$ cat config.mk
export PLATFORM = sky130hd
export DESIGN_NAME = pad_input_conditioner_flat
export DESIGN_NICKNAME = d
export VERILOG_FILES = /design/src/rtl/pad_cond_pkg.sv /design/src/rtl/pad_input_conditioner_if.sv /design/src/rtl/pad_debounce_ch.sv /design/src/rtl/pad_input_conditioner.sv /design/src/flat_wrapper.sv
export SDC_FILE = /design/constraint.sdc
export NUM_CORES = 1
export LEC_CHECK = 0
export BUFFER_PORTS_ARGS = -buffer_cell sky130_fd_sc_hd__buf_4
export CAP_MARGIN = 20
export CORE_MARGIN = 10
export CORE_UTILIZATION = 58
export DETAILED_ROUTE_END_ITERATION = 16
export GPL_ROUTABILITY_DRIVEN = 0
export GPL_TIMING_DRIVEN = 0
export PLACE_DENSITY = 0.8
export SLEW_MARGIN = 10
export SYNTH_ARGS = -nofsm -noshare
export SYNTH_HDL_FRONTEND = slang
export SYNTH_SLANG_ARGS = --single-unit
$ cat constraint.sdc
create_clock -name clk -period 3.5 [get_ports clk]
set_input_delay 0.175 -clock clk [delete_from_list [all_inputs] [get_ports clk]]
set_output_delay 0.175 -clock clk [all_outputs]
set_load 0.01 [all_outputs]
$ cat src/rtl/pad_cond_pkg.sv
// Shared constants and types for the pad input conditioner.
// Optional build macro used by the block: PAD_COND_LEVEL_IRQ_EN
// (adds level-sensitive interrupt mode).
package pad_cond_pkg;

    localparam int NUM_PADS_DEF    = 8;
    localparam int CNT_W_DEF       = 8;
    localparam int SYNC_STAGES_DEF = 2;

    typedef logic [NUM_PADS_DEF-1:0] pad_vec_t;

    // Per-channel debounce state at the default counter width.
    typedef struct packed {
        logic                 stable;
        logic [CNT_W_DEF-1:0] cnt;
    } ch_state_t;

endpackage

$ cat src/rtl/pad_input_conditioner_if.sv
// Bus bundle between the pad conditioner and its environment.
//   pad_in / pad_is_input      : raw pad levels and their input-mode flags
//   debounce_limit             : shared debounce limit
//   irq_en_rise / irq_en_fall  : edge interrupt enables
//   irq_clear                  : write-1-to-clear strobes for irq_status
//   pad_filt, rise_pulse, fall_pulse, irq_status, irq : conditioner outputs
//   irq_level_mode / irq_level_pol : only with PAD_COND_LEVEL_IRQ_EN defined
// master = environment side, slave = conditioner side.
interface pad_input_conditioner_if #(
    parameter int NUM_PADS = 8,
    parameter int CNT_W    = 8
);
    logic [NUM_PADS-1:0] pad_in;
    logic [NUM_PADS-1:0] pad_is_input;
    logic [CNT_W-1:0]    debounce_limit;
    logic [NUM_PADS-1:0] irq_en_rise;
    logic [NUM_PADS-1:0] irq_en_fall;
    logic [NUM_PADS-1:0] irq_clear;
`ifdef PAD_COND_LEVEL_IRQ_EN
    logic [NUM_PADS-1:0] irq_level_mode;
    logic [NUM_PADS-1:0] irq_level_pol;
`endif
    logic [NUM_PADS-1:0] pad_filt;
    logic [NUM_PADS-1:0] rise_pulse;
    logic [NUM_PADS-1:0] fall_pulse;
    logic [NUM_PADS-1:0] irq_status;
    logic                irq;

    modport master (
`ifdef PAD_COND_LEVEL_IRQ_EN
        output irq_level_mode, irq_level_pol,
`endif
        output pad_in, pad_is_input, debounce_limit,
        output irq_en_rise, irq_en_fall, irq_clear,
        input  pad_filt, rise_pulse, fall_pulse, irq_status, irq
    );

    modport slave (
`ifdef PAD_COND_LEVEL_IRQ_EN
        input  irq_level_mode, irq_level_pol,
`endif
        input  pad_in, pad_is_input, debounce_limit,
        input  irq_en_rise, irq_en_fall, irq_clear,
        output pad_filt, rise_pulse, fall_pulse, irq_status, irq
    );

endinterface

$ cat src/rtl/pad_debounce_ch.sv
// One pad channel: synchroniser, debounce counter, stable level and
// registered edge pulses.
//   clk, rst    : core clock, synchronous active-high reset
//   pad_i       : asynchronous pad level
//   is_input_i  : 1 = pad in input mode; 0 holds the channel cleared
//   limit_i     : debounce limit (0 and 1 both mean no filtering)
//   filt_o      : debounced level
//   rise_o/fall_o     : registered one-cycle edge pulses
//   rise_d_o/fall_d_o : the same pulses one cycle early (next-state),
//                       so the parent can register status alongside them
module pad_debounce_ch #(
    parameter int CNT_W       = 8,
    parameter int SYNC_STAGES = 2   // 2..4
) (
    input  logic             clk,
    input  logic             rst,
    input  logic             pad_i,
    input  logic             is_input_i,
    input  logic [CNT_W-1:0] limit_i,
    output logic             filt_o,
    output logic             rise_o,
    output logic             fall_o,
    output logic             rise_d_o,
    output logic             fall_d_o
);

    typedef struct packed {
        logic             stable;
        logic [CNT_W-1:0] cnt;
    } cstate_t;

    logic [SYNC_STAGES-1:0] sync_q, sync_d;
    cstate_t                st_q, st_d;
    logic                   rise_q, rise_d;
    logic                   fall_q, fall_d;
    logic                   sync;
    logic [CNT_W-1:0]       lim_m1;

    always_comb begin
        sync   = sync_q[SYNC_STAGES-1];
        // Effective limit is max(limit,1); compare against L-1.
        lim_m1 = (limit_i == '0) ? '0 : limit_i - CNT_W'(1);
        sync_d = {sync_q[SYNC_STAGES-2:0], pad_i};
        st_d   = st_q;

        if (sync == st_q.stable) begin
            st_d.cnt = '0;
        end else if (st_q.cnt >= lim_m1) begin
            // ">=" lets a lowered limit accept a pending level at once.
            st_d.stable = sync;
            st_d.cnt    = '0;
        end else if (st_q.cnt != '1) begin
            st_d.cnt = st_q.cnt + CNT_W'(1);
        end

        rise_d = st_d.stable & ~st_q.stable;
        fall_d = ~st_d.stable & st_q.stable;

        // Output-mode pads: whole channel held cleared, no pulses, so
        // leaving input mode with stable=1 never produces a fall.
        if (!is_input_i) begin
            sync_d = '0;
            st_d   = '0;
            rise_d = 1'b0;
            fall_d = 1'b0;
        end
    end

    always_ff @(posedge clk) begin
        if (rst) begin
            sync_q <= '0;
            st_q   <= '0;
            rise_q <= 1'b0;
            fall_q <= 1'b0;
        end else begin
            sync_q <= sync_d;
            st_q   <= st_d;
            rise_q <= rise_d;
            fall_q <= fall_d;
        end
    end

    assign filt_o   = st_q.stable;
    assign rise_o   = rise_q;
    assign fall_o   = fall_q;
    assign rise_d_o = rise_d;
    assign fall_d_o = fall_d;

endmodule

$ cat src/rtl/pad_input_conditioner.sv
// Pad input conditioner: per-pad synchronise/debounce/edge detect, plus
// sticky interrupt status and one registered aggregated interrupt.
//   clk, rst : core clock, synchronous active-high reset
//   pad_if   : slave side of pad_input_conditioner_if (all pad/irq signals)
// Build macro: PAD_COND_LEVEL_IRQ_EN adds level-sensitive interrupt mode
// (irq_level_mode / irq_level_pol in the interface).
module pad_input_conditioner
    import pad_cond_pkg::*;
#(
    parameter int NUM_PADS    = NUM_PADS_DEF,
    parameter int CNT_W       = CNT_W_DEF,
    parameter int SYNC_STAGES = SYNC_STAGES_DEF
) (
    input logic                     clk,
    input logic                     rst,
    pad_input_conditioner_if.slave  pad_if
);

    logic [NUM_PADS-1:0] filt;
    logic [NUM_PADS-1:0] rise, fall;
    logic [NUM_PADS-1:0] rise_nx, fall_nx;
    logic [NUM_PADS-1:0] set_v;
    logic [NUM_PADS-1:0] status_q, status_d;
    logic                irq_q, irq_d;

    for (genvar g = 0; g < NUM_PADS; g++) begin : g_ch
        pad_debounce_ch #(
            .CNT_W       (CNT_W),
            .SYNC_STAGES (SYNC_STAGES)
        ) u_ch (
            .clk        (clk),
            .rst        (rst),
            .pad_i      (pad_if.pad_in[g]),
            .is_input_i (pad_if.pad_is_input[g]),
            .limit_i    (pad_if.debounce_limit),
            .filt_o     (filt[g]),
            .rise_o     (rise[g]),
            .fall_o     (fall[g]),
            .rise_d_o   (rise_nx[g]),
            .fall_d_o   (fall_nx[g])
        );
    end

    always_comb begin
        // Status is set from next-state pulses so it rises together with
        // the registered pulse outputs.
        set_v = (rise_nx & pad_if.irq_en_rise) | (fall_nx & pad_if.irq_en_fall);
`ifdef PAD_COND_LEVEL_IRQ_EN
        // Level pads ignore edge enables and re-set every cycle the
        // condition holds, so a clear only sticks once it goes false.
        set_v = (set_v & ~pad_if.irq_level_mode)
              | (pad_if.irq_level_mode & pad_if.pad_is_input
                 & ~(filt ^ pad_if.irq_level_pol));
`endif
        status_d = set_v | (status_q & ~pad_if.irq_clear);
        irq_d    = |status_q;
    end

    always_ff @(posedge clk) begin
        if (rst) begin
            status_q <= '0;
            irq_q    <= 1'b0;
        end else begin
            status_q <= status_d;
            irq_q    <= irq_d;
        end
    end

    assign pad_if.pad_filt   = filt;
    assign pad_if.rise_pulse = rise;
    assign pad_if.fall_pulse = fall;
    assign pad_if.irq_status = status_q;
    assign pad_if.irq        = irq_q;

endmodule

$ cat src/flat_wrapper.sv
// flat-port wrapper written by rule: the top's interface ports become plain ports
module pad_input_conditioner_flat import pad_cond_pkg::*;
#(
    parameter int NUM_PADS    = NUM_PADS_DEF,
    parameter int CNT_W       = CNT_W_DEF,
    parameter int SYNC_STAGES = SYNC_STAGES_DEF
)
  (clk, rst, pad_if_pad_in, pad_if_pad_is_input, pad_if_debounce_limit, pad_if_irq_en_rise, pad_if_irq_en_fall, pad_if_irq_clear, pad_if_pad_filt, pad_if_rise_pulse, pad_if_fall_pulse, pad_if_irq_status, pad_if_irq);
  pad_input_conditioner_if #(.NUM_PADS(NUM_PADS), .CNT_W(CNT_W)) pad_if_i ();
  input logic clk;
  input logic rst;
  input wire logic [$bits(pad_if_i.pad_in)-1:0] pad_if_pad_in;
  input wire logic [$bits(pad_if_i.pad_is_input)-1:0] pad_if_pad_is_input;
  input wire logic [$bits(pad_if_i.debounce_limit)-1:0] pad_if_debounce_limit;
  input wire logic [$bits(pad_if_i.irq_en_rise)-1:0] pad_if_irq_en_rise;
  input wire logic [$bits(pad_if_i.irq_en_fall)-1:0] pad_if_irq_en_fall;
  input wire logic [$bits(pad_if_i.irq_clear)-1:0] pad_if_irq_clear;
  output wire logic [$bits(pad_if_i.pad_filt)-1:0] pad_if_pad_filt;
  output wire logic [$bits(pad_if_i.rise_pulse)-1:0] pad_if_rise_pulse;
  output wire logic [$bits(pad_if_i.fall_pulse)-1:0] pad_if_fall_pulse;
  output wire logic [$bits(pad_if_i.irq_status)-1:0] pad_if_irq_status;
  output wire logic [$bits(pad_if_i.irq)-1:0] pad_if_irq;
  assign pad_if_i.pad_in = pad_if_pad_in;
  assign pad_if_i.pad_is_input = pad_if_pad_is_input;
  assign pad_if_i.debounce_limit = pad_if_debounce_limit;
  assign pad_if_i.irq_en_rise = pad_if_irq_en_rise;
  assign pad_if_i.irq_en_fall = pad_if_irq_en_fall;
  assign pad_if_i.irq_clear = pad_if_irq_clear;
  assign pad_if_pad_filt = pad_if_i.pad_filt;
  assign pad_if_rise_pulse = pad_if_i.rise_pulse;
  assign pad_if_fall_pulse = pad_if_i.fall_pulse;
  assign pad_if_irq_status = pad_if_i.irq_status;
  assign pad_if_irq = pad_if_i.irq;
  pad_input_conditioner #(.NUM_PADS(NUM_PADS), .CNT_W(CNT_W), .SYNC_STAGES(SYNC_STAGES)) u_core (.clk(clk), .rst(rst), .pad_if(pad_if_i));
endmodule
[After elaboration in Yosys (flattened, before gate mapping)]
Cells that the tools add are included.
Storage, ports and cells
  register bits: 113
  latch bits: 0
  bits in writable memories: 0
  ROM bits: 0
  input bits: 50
  memories: 0
Cells by class
  add/subtract/negate cells: 9
  multiply operators: 0
  divide/modulo/power cells: 0
  magnitude comparators: 8
  equal/unequal tests: 16
  shift-type cells: 0
  muxes and demuxes: 33
  bitwise gates (word level): 46
  reduce and logical (&&, ||, !) cells: 18
Operators by type and width (number)
  adder 8 x 1 -> 8 bit, second input constant: 8
  greater-or-equal comparator 8 bit: 8
  != test 8 bit, second input constant: 8
  2-to-1 mux 1 bit: 32
  OR reduction 4 bit: 8
  bitwise AND 8 bit: 3
  NOT 1 bit: 24
  bitwise AND 1 bit: 16
  OR 8 bit: 2
  OR reduction 2 bit: 8
  == test 1 bit: 8
  zero test 8 bit: 1
  2-to-1 mux 8 bit: 1
  NOT 8 bit: 1
  OR reduction 8 bit: 1
  subtractor 8 x 1 -> 8 bit, second input constant: 1

[Longest topological paths before layout]
Gate-level depths: netlist (run 1).
  word-level depth: 11
  gate-level depth with buffers: 11

[Cells and area by module]
A second synthesis (run 1) with hierarchy kept.
Unflattened totals
  cell total of the unflattened synthesis: 869
  area total of the unflattened synthesis: 7443.4 um^2
Modules (own cells, without submodules)
  pad_debounce_ch (u_core.g_ch[2].u_ch ...): times used 4, cells an instance 103, area an instance 892.1 um^2, seq. area each 260.2 um^2
  pad_debounce_ch (u_core.g_ch[0].u_ch ...): times used 3, cells an instance 105, area an instance 873.3 um^2, seq. area each 260.2 um^2
  pad_debounce_ch (u_core.g_ch[7].u_ch): times used 1, cells an instance 104, area an instance 888.4 um^2, seq. area each 260.2 um^2
  pad_input_conditioner: times used 1, cells an instance 38, area an instance 366.6 um^2, seq. area each 180.2 um^2

[Least setup slack after synthesis (run 1)]
No wires, ideal clock.
  path type: input to register
  from: in pad_if_debounce_limit[4]
  to: reg u_core.g_ch[7].u_ch.st_q[3] in the netlist's numbering
  setup time: 0.112 ns
  arrival time: 2.906 ns
  required time: 3.388 ns
  path slack: 0.481 ns
  cell stages on the path: 10
  path buffers: 1
  path through: or3_1 > or3_1 > or3b_4 > nand2_1 > ha_1 > a21o_1 > a21o_1 > a221o_1 > clkbuf_1 > a2111oi_1
On the way
  longest elaborated chain between the ends: 4
  elaborated cells on any way between the ends: 5
  classes of those cells: 1 x add/sub; 1 x order compare; 1 x mux; 2 x reduce/logical
Ends and longest elaborated chain
  start: declaration: RTL line flat_wrapper.sv:14  | input wire logic [$bits(pad_if_i.debounce_limit)-1:0] pad_if_debounce_limit;
  subtractor 8 x 1 -> 8 bit or zero test 8 bit (tied branches): RTL line pad_debounce_ch.sv:42  | lim_m1 = (limit_i == '0) ? '0 : limit_i - CNT_W'(1);
  2-to-1 mux 8 bit *: RTL line pad_debounce_ch.sv:42
  greater-or-equal comparator 8 bit *: RTL line pad_debounce_ch.sv:48  | end else if (st_q.cnt >= lim_m1) begin
  OR reduction 4 bit (no line) *
  end signal: assignment: RTL line pad_debounce_ch.sv:77  | st_q <= st_d;
  end: declaration: RTL line pad_debounce_ch.sv:33  | cstate_t st_q, st_d;
Mark *: on every way between the ends. The rest lies on a longest branch, timed or not.
A chain may end at the register's enable or synchronous reset.

[Worst setup path in the final report (run 1)]
  from: in pad_if_debounce_limit[4]
  to: reg u_core.status_q[0] (netlist: u_core.pad_if.irq_status[0])
On the way
  longest elaborated chain between the ends: 11
  elaborated cells on any way between the ends: 15
  classes of those cells: 1 x add/sub; 1 x order compare; 5 x mux; 7 x bitwise; 1 x reduce/logical
Ends and longest elaborated chain
  subtractor 8 x 1 -> 8 bit or zero test 8 bit (tied branches): RTL line pad_debounce_ch.sv:42
  2-to-1 mux 8 bit *: RTL line pad_debounce_ch.sv:42
  greater-or-equal comparator 8 bit *: RTL line pad_debounce_ch.sv:48
  2-to-1 mux 1 bit *: RTL line pad_debounce_ch.sv:48
  2-to-1 mux 1 bit *: RTL line pad_debounce_ch.sv:46  | if (sync == st_q.stable) begin
  NOT 1 bit: RTL line pad_debounce_ch.sv:57  | fall_d = ~st_d.stable & st_q.stable;
  bitwise AND 1 bit: RTL line pad_debounce_ch.sv:57
  2-to-1 mux 1 bit: RTL line pad_debounce_ch.sv:61  | if (!is_input_i) begin
  bitwise AND 8 bit: RTL line pad_input_conditioner.sv:47  | set_v = (rise_nx & pad_if.irq_en_rise) | (fall_nx & pad_if.irq_en_fall);
  OR 8 bit *: RTL line pad_input_conditioner.sv:47
  OR 8 bit *: RTL line pad_input_conditioner.sv:55  | status_d = set_v | (status_q & ~pad_if.irq_clear);
  end signal: assignment: RTL line pad_input_conditioner.sv:64  | status_q <= status_d;
  end: declaration: RTL line pad_input_conditioner.sv:23  | logic [NUM_PADS-1:0] status_q, status_d;
Marked as above.

==> key figures, run 1 <==
Logic synthesis
  • Async SR Flop Fraction: 0%
  • Count leader, synth: dfxtp_1
  • Ys flop type: dfxtp_1
  • Synth warnings: 0
  • Post-synth cell types: 40
  • Cells after Synth: 734
  • Area leader, netlist: dfxtp_1
  • Syn Nets: 857
  • Mean post-synth cell area: 8.65 sq um
  • Synth top area share: 35.6%
  • #FFs+latches synth: 113
  • Register area share after synthesis: 35.6%
  • Post-synth EDFFs: 0
  • Commonest cells in the netlist: dfxtp_1, ha_1, nor2_1
  • Cell Area, Synth: 6350 sq um
  • Top cells by area, synth: dfxtp_1, ha_1, nor2_1

Placement
  • Detail Placement HPWL: 12000 um
  • Number of port buffers: 82
  • Placed cell count: 958

Setup path
  • Reg2reg path depth: 7
  • Setup crit start kind: input port
  • Setup CP Type: in -> reg
  • CP max FO: 8
  • R2r endpoint: u_core.pad_if.irq_status[5]
  • Worst Path Buf+Inv: 2
  • CP arrival: 3.79 ns
  • Register-to-Register Setup Slack: 0.89 ns
  • Critical Path RT: 3.92 ns
  • Crit-path most repeated cell: or3_1
  • CP top delay family: simple AND/OR/NAND/NOR gates
  • Kind of end point of the critical path: register
  • Slowest stage delay, CP: 0.57 ns
  • Worst flop-to-flop path startpoint: u_core.g_ch[5].u_ch.st_q[0]
  • Cells along the critical path: buf_4, or3_1, or3_1, or3b_4, nand2b_1, ha_1, a2111o_1, a31oi_1, o21ai_0, dlygate4sd3_1
  • Critical Path Slowest Stage Cell: dlygate4sd3_1

CTS
  • CTS tree: done
  • Longest Clk Path Bufs: 2
  • Num CTS Buffers: 17
  • Setup bufs post-CTS: 0
  • Clock root cell: clkbuf_8
  • H-tree depth: 4
  • Skew-Pair Late Insertion Delay: 0.53 ns
  • Hold_buf cts: 26
  • Clk sinks: 113
  • Reg clk slew, reported paths: 0.05 ns
  • Resized Gates After CTS: 0

Pwr
  • Lkg Pwr: 3.47 nW
  • Cell Pwr Density: 397 nW/um^2
  • Max VDD drop: 0.000274 V

Global routing
  • Gr ovfl total: 0
  • Vias in the first global route: 5691
  • Total track usage: 21.6%
  • First-pass GRT wire length: 27900 um
  • Largest net degree at the start of global routing: 17
  • Initial antenna violation count: 0

Drt
  • WL per Instance: 16.6 um
  • Antenna-violating nets left: 0
  • DRT iter0 DRCs: 328
  • Final Routed Wirelength: 16900 um
  • Pre-Repair DR Iteration Count: 5
  • Via count: 5782
  • Vias/cell: 5.70
  • DRC viols: 0

Timing
  • Worst slew margin: 41.3%
  • RSZ-0062 raised after global routing: no
  • Clock Skew: 0.00619 ns
  • Sum Neg Setup Slack: 0 ns
  • Peak Freq: 297 MHz
  • Slew @ Worst Pin: 0.856 ns
  • # setup viols final: 0
  • Slew Limit Fails: 0
  • Crit path time final: 3.37 ns
  • Final hold viol count: 0
  • Period Utilization, post-route: 96.2%

Hold path
  • Hold Path Sink: u_core.pad_if.irq_status[6]
  • Worst Hold Depth: 5
  • HP Start: pad_if_irq_en_rise[6]
  • Hold Path Class: in -> reg

Status
  • Status: finished clean

Floorplan
  • Die H: 125 um
  • Die X: 125 um
  • Core area: 10800 sq um
  • FP Rows: 38
  • Ports: 83
  • Initial Util: 58.8%
  • Die Footprint: 15500 sq um

Cells and area
  • Post-Layout Cell Count: 1015
  • Area growth syn-to-layout: 25.9%
  • Layout cell share with drive strength beyond 1: 15.9%
  • Fill cells: 787
  • Final nets: 986
  • Ant diodes: 0

Flow run
  • Max_cap viols: 0
-- final cells by class --
type                    count  area, sq um  area share [%]
clock inverters             4         45.0           0.564
clock buffers              27          532            6.65
multi-input cells         555         3750            46.9
plain buffers              30          203            2.54
repair buffers            110          891            11.1
well taps                 140          175            2.19
flip-flops and latches    113         2260            28.3
inverters                  36          135            1.69
-- placed cells by master, fill, tap and decap left out, types with 18 or more instances in the layout --
cell | netlist | final
nor3_1 | 43 | 43
a21oi_1 | 24 | 24
and2_1 | 26 | 26
dlygate4sd3_1 | 0 | 26
nand3_1 | 21 | 21
nand2_1 | 58 | 58
mux2i_1 | 21 | 21
dfxtp_1 | 113 | 113
o21ai_0 | 23 | 23
inv_1 | 36 | 36
buf_4 | 24 | 108
a211oi_1 | 18 | 18
nor2_1 | 70 | 70
nand2b_1 | 34 | 34
ha_1 | 73 | 73
-- worst max-delay path by stage --
stage,from,to,slack (ns),cells past startpoint
2_1_floorplan,pad_if_debounce_limit[4],u_core.g_ch[7].u_ch.st_q[3],0.48,10
3_3_place_gp,pad_if_debounce_limit[4],u_core.g_ch[7].u_ch.st_q[3],-0.24,11
3_5_place_dp,pad_if_debounce_limit[4],u_core.g_ch[7].u_ch.st_q[3],-0.17,11
4_1_cts,pad_if_debounce_limit[4],u_core.pad_if.irq_status[0],0.24,10
5_1_grt,pad_if_debounce_limit[4],u_core.pad_if.irq_status[0],0.03,12
6_report,pad_if_debounce_limit[4],u_core.pad_if.irq_status[0],0.13,10
-- registers in the layout, indices dropped and copies added, names as in the netlist --
name,cells
u_core.g_ch.u_ch.fall_o,8
u_core.g_ch.u_ch.filt_o,8
u_core.g_ch.u_ch.rise_o,8
u_core.g_ch.u_ch.st_q,64
u_core.g_ch.u_ch.sync_q,16
u_core.pad_if.irq,1
u_core.pad_if.irq_status,8
-- metrics by stage --
stage                     cell area [sq um]  setup WS [ns]  power [mW]  util, %  hold slack, ns
final                                  7990          0.132        3.17     74.0          0.0179
after CTS                              7990          0.239        3.19     74.0         0.00215
after floorplan                        6350          0.481        1.43        -           0.279
after global routing                   7990         0.0324        3.27     74.0          0.0372
after global placement                 7140         -0.242        1.51     66.1           0.375
after detailed placement               7150         -0.168        1.53     66.3           0.378
-- routing by layer --
layer  share of wire, %  track usage [%]  vias up
li1                   -                -     2873
met1                 41             23.8     2712
met2                 52             38.7      160
met3                4.8             5.06       37
met4                2.1             9.05        0
met5                  0                0        -
-- where the power goes --
part / internal, mW / leakage (nW) / switching (mW)
clock: 1.08 / 0.290 / 0.558
combinational: 0.110 / 2.27 / 0.124
sequential: 1.29 / 0.911 / 0.00243
-- worst min-delay path, stage by stage --
cell and delay [ns]:
buf_4 0.11, inv_1 0.04, o22ai_1 0.05, nand2_1 0.05, o21ai_0 0.06
-- logic make-up (layout without fill, tap and decap cells) --
kind of cell               Yosys count  after routing  share of synthesized area, %
and+or+nand+nor                    310            310                          24.4
AOI/OAI and AO/OA                  127            127                          13.6
DFF                                113            113                          35.6
adders and majority gates           73             73                          14.4
buffers and inverters               66            207                          5.32
xor gates and xnor gates            24             24                          3.31
muxes                               21             21                          3.31
(Power assumes the default switching activity.)
==> run 2: changes to the inputs <==
- CORE_UTILIZATION: 58 -> 53
- PLACE_DENSITY: 0.8 -> 0.77
- clock period: 3.5 -> 2.7 ns (I/O delays scaled with it)
==> run 2 against run 1 <==
Net effect: the flow now finishes with violations (setup timing); sequential power increased by 29%; final area increased by 5.7%; clock skew rose by 0.0022 ns; critical endpoint is now u_core.g_ch[6].u_ch.st_q[5]; highest routed layer unchanged.
==> key figures, run 2 (synthesis results as in run 1) <==
Cells and area
  • Largest register FFs: 64 (unchanged)
  • Largest registers: u_core.g_ch.u_ch.st_q x64, u_core.g_ch.u_ch.sync_q x16 (unchanged)
  • Area growth syn-to-layout: 33.1% (was 25.9%)
  • Final Core Density: 73.0% (was 74.0%)
  • Commonest non-fill, non-tap cell in the layout: buf_4 (was dfxtp_1)
  • Finished Cell Area: 8450 sq um (was 7990 sq um)
  • Most frequent cells in the layout: buf_4, dfxtp_1, ha_1 (was dfxtp_1, buf_4, ha_1)
  • Ant diodes: 0 (unchanged)
  • Layout cell share with drive strength beyond 1: 25.7% (was 15.9%)
  • Final nets: 992 (was 986)
  • Largest Register: u_core.g_ch.u_ch.st_q (unchanged)
  • Fill cells: 811 (was 787)

CTS
  • Clock root cell: clkbuf_16 (was clkbuf_8)
  • H-tree depth: 4 (unchanged)
  • Reg clk slew, reported paths: 0.05 ns (about the same)
  • CTS tree: done (unchanged)
  • Skew-Pair Late Insertion Delay: 0.43 ns (was 0.53 ns)
  • Clk sinks: 113 (unchanged)
  • Longest Clk Path Bufs: 2 (unchanged)
  • Num CTS Buffers: 17 (unchanged)

Setup path
  • Worst flop-to-flop path startpoint: u_core.g_ch[3].u_ch.st_q[0] (was u_core.g_ch[5].u_ch.st_q[0])
  • Reg2reg path depth: 7 (unchanged)
  • Register-to-Register Setup Slack: 0.67 ns (was 0.89 ns)
  • Setup CP Type: in -> reg (unchanged)
  • R2r endpoint: u_core.g_ch[3].u_ch.st_q[0] (was u_core.pad_if.irq_status[5])
  • Setup crit start kind: input port (unchanged)
  • Kind of end point of the critical path: register (unchanged)
  • Critical Path RT: 3.06 ns (was 3.92 ns)
  • CP max FO: 8 (unchanged)
  • CP arrival: 3.07 ns (was 3.79 ns)

Global routing
  • Initial antenna violation count: 0 (unchanged)
  • Gr ovfl total: 0 (unchanged)
  • Total track usage: 20.3% (was 21.6%)
  • Vias in the first global route: 5871 (was 5691)
  • First-pass GRT wire length: 27400 um (was 27900 um)
  • Largest net degree at the start of global routing: 17 (unchanged)

Hold path
  • Hold Path Class: in -> reg (unchanged)
  • Hold Path Sink: u_core.pad_if.irq_status[3] (was u_core.pad_if.irq_status[6])
  • Worst Hold Depth: 4 (was 5)
  • HP Start: pad_if_irq_clear[3] (was pad_if_irq_en_rise[6])

Drt
  • Via count: 5856 (was 5782)
  • DRC viols: 0 (unchanged)
  • Vias/cell: 5.73 (was 5.70)
  • Final Routed Wirelength: 17000 um (was 16900 um)
  • DRT iter0 DRCs: 372 (was 328)
  • Pre-Repair DR Iteration Count: 5 (unchanged)
  • Antenna-violating nets left: 0 (unchanged)
  • WL per Instance: 16.7 um (was 16.6 um)

Timing
  • Clock Skew: 0.00839 ns (was 0.00619 ns)
  • Worst slew margin: 42.4% (was 41.3%)
  • Slew Limit Fails: 0 (unchanged)
  • Final hold viol count: 0 (unchanged)
  • Post-route setup slack: -0.0143 ns (was 0.132 ns)
  • Sum Neg Setup Slack: -0.0337 ns (was 0 ns)
  • Peak Freq: 368 MHz
  • Crit path time final: 2.71 ns
  • # setup viols final: 3 (was 0)
  • Period Utilization, post-route: 101%
  • Slew @ Worst Pin: 0.858 ns (was 0.856 ns)
  • RSZ-0062 raised after global routing: yes (was no)

Floorplan
  • Die H: 129 um (was 125 um)
  • Core area: 11600 sq um (was 10800 sq um)
  • Initial Util: 54.9% (was 58.8%)
  • Die X: 129 um (was 125 um)
  • FP Rows: 39 (was 38)
  • Ports: 83 (unchanged)
  • Die Footprint: 16800 sq um (was 15500 sq um)

Placement
  • Detail Placement HPWL: 12200 um (was 12000 um)
  • Area post-placement: 7290 sq um (was 7150 sq um)
  • Number of port buffers: 82 (unchanged)

Status
  • Status: finished with violations (was finished clean)
  • Failing checks: setup timing

Pwr
  • Final Power: 4.17 mW (was 3.17 mW)
  • Cell Pwr Density: 494 nW/um^2 (was 397 nW/um^2)
  • Lkg Pwr: 3.58 nW (was 3.47 nW)
  • Max VDD drop: 0.000304 V (was 0.000274 V)

Flow run
  • Max_cap viols: 0 (unchanged)
[run 2: changes by cell type in the layout (fill, tap and decap cells not counted), sizes merged]
cell         delta
buf            +21
clkbuf          -6
dlygate4sd3    -14
bufinv          +1
clkinv          +2
[run 2: how the worst max path moves through the flow]
stage | startpoint | slack, ns | to
2_1_floorplan | pad_if_debounce_limit[2] | -0.23 | u_core.g_ch[6].u_ch.st_q[6]
6_report | pad_if_debounce_limit[4] | -0.01 | u_core.g_ch[6].u_ch.st_q[5]
3_3_place_gp | pad_if_debounce_limit[2] | -1.06 | u_core.g_ch[7].u_ch.st_q[3]
5_1_grt | pad_if_debounce_limit[4] | -0.06 | u_core.g_ch[3].u_ch.st_q[0]
4_1_cts | pad_if_debounce_limit[4] | -0.11 | u_core.g_ch[5].u_ch.st_q[3]
3_5_place_dp | pad_if_debounce_limit[2] | -0.85 | u_core.g_ch[5].u_ch.st_q[3]
[run 2: report_power, final]
| part | switching (mW) | internal (mW) | total (mW) | leakage [nW] |
|---|---|---|---|---|
| logic | 0.180 | 0.176 | 0.355 | 2.39 |
| clock network | 0.734 | 1.40 | 2.13 | 0.281 |
| registers | 0.00319 | 1.68 | 1.68 | 0.911 |
[run 2: worst max-delay path, stage by stage]
cell      delay [ns]
buf_6           0.09
or3_4           0.37
or3_4           0.34
or3b_4          0.42
and2_4          0.22
ha_4            0.23
nand2b_4        0.12
a2111o_1        0.39
a2111o_1        0.46
buf_6           0.16
a21oi_2         0.10
[run 2: timing repair]
item,CTS,global route
setup endpoints to repair,87,71
gates resized for setup,38,37
endpoints found under the hold margin,12,0
hold buffers,12,0
pin swaps,13,17
setup buffers,14,7
[run 2: through the flow]
| stage | hold WS (ns) | std cells | worst slack (ns) |
|---|---|---|---|
| after floorplan | 0.239 | 734 | -0.226 |
| after global placement | 0.334 | 959 | -1.06 |
| after detailed placement | 0.333 | 961 | -0.849 |
| after CTS | 0.00807 | 1015 | -0.106 |
| after global routing | 0.0380 | 1022 | -0.0627 |
| final | 0.00815 | 1022 | -0.0143 |
[run 2: cell type report]
class | count | area (sq um) | area share [%]
Inverter | 36 | 135 | 1.60
Tap cell | 143 | 179 | 2.12
Timing Repair Buffer | 117 | 951 | 11.3
Sequential cell | 113 | 2260 | 26.8
Multi-Input combinational cell | 555 | 4160 | 49.3
Clock inverter | 7 | 85.1 | 1.01
Clock buffer | 22 | 474 | 5.61
Buffer | 29 | 199 | 2.35
[run 2: per-layer routing]
layer,track usage (%),share of wire [%],vias up
li1,-,-,2895
met1,22.6,41,2753
met2,34.9,50,165
met3,6.08,6.0,43
met4,9.52,3.1,0
met5,0,0,-
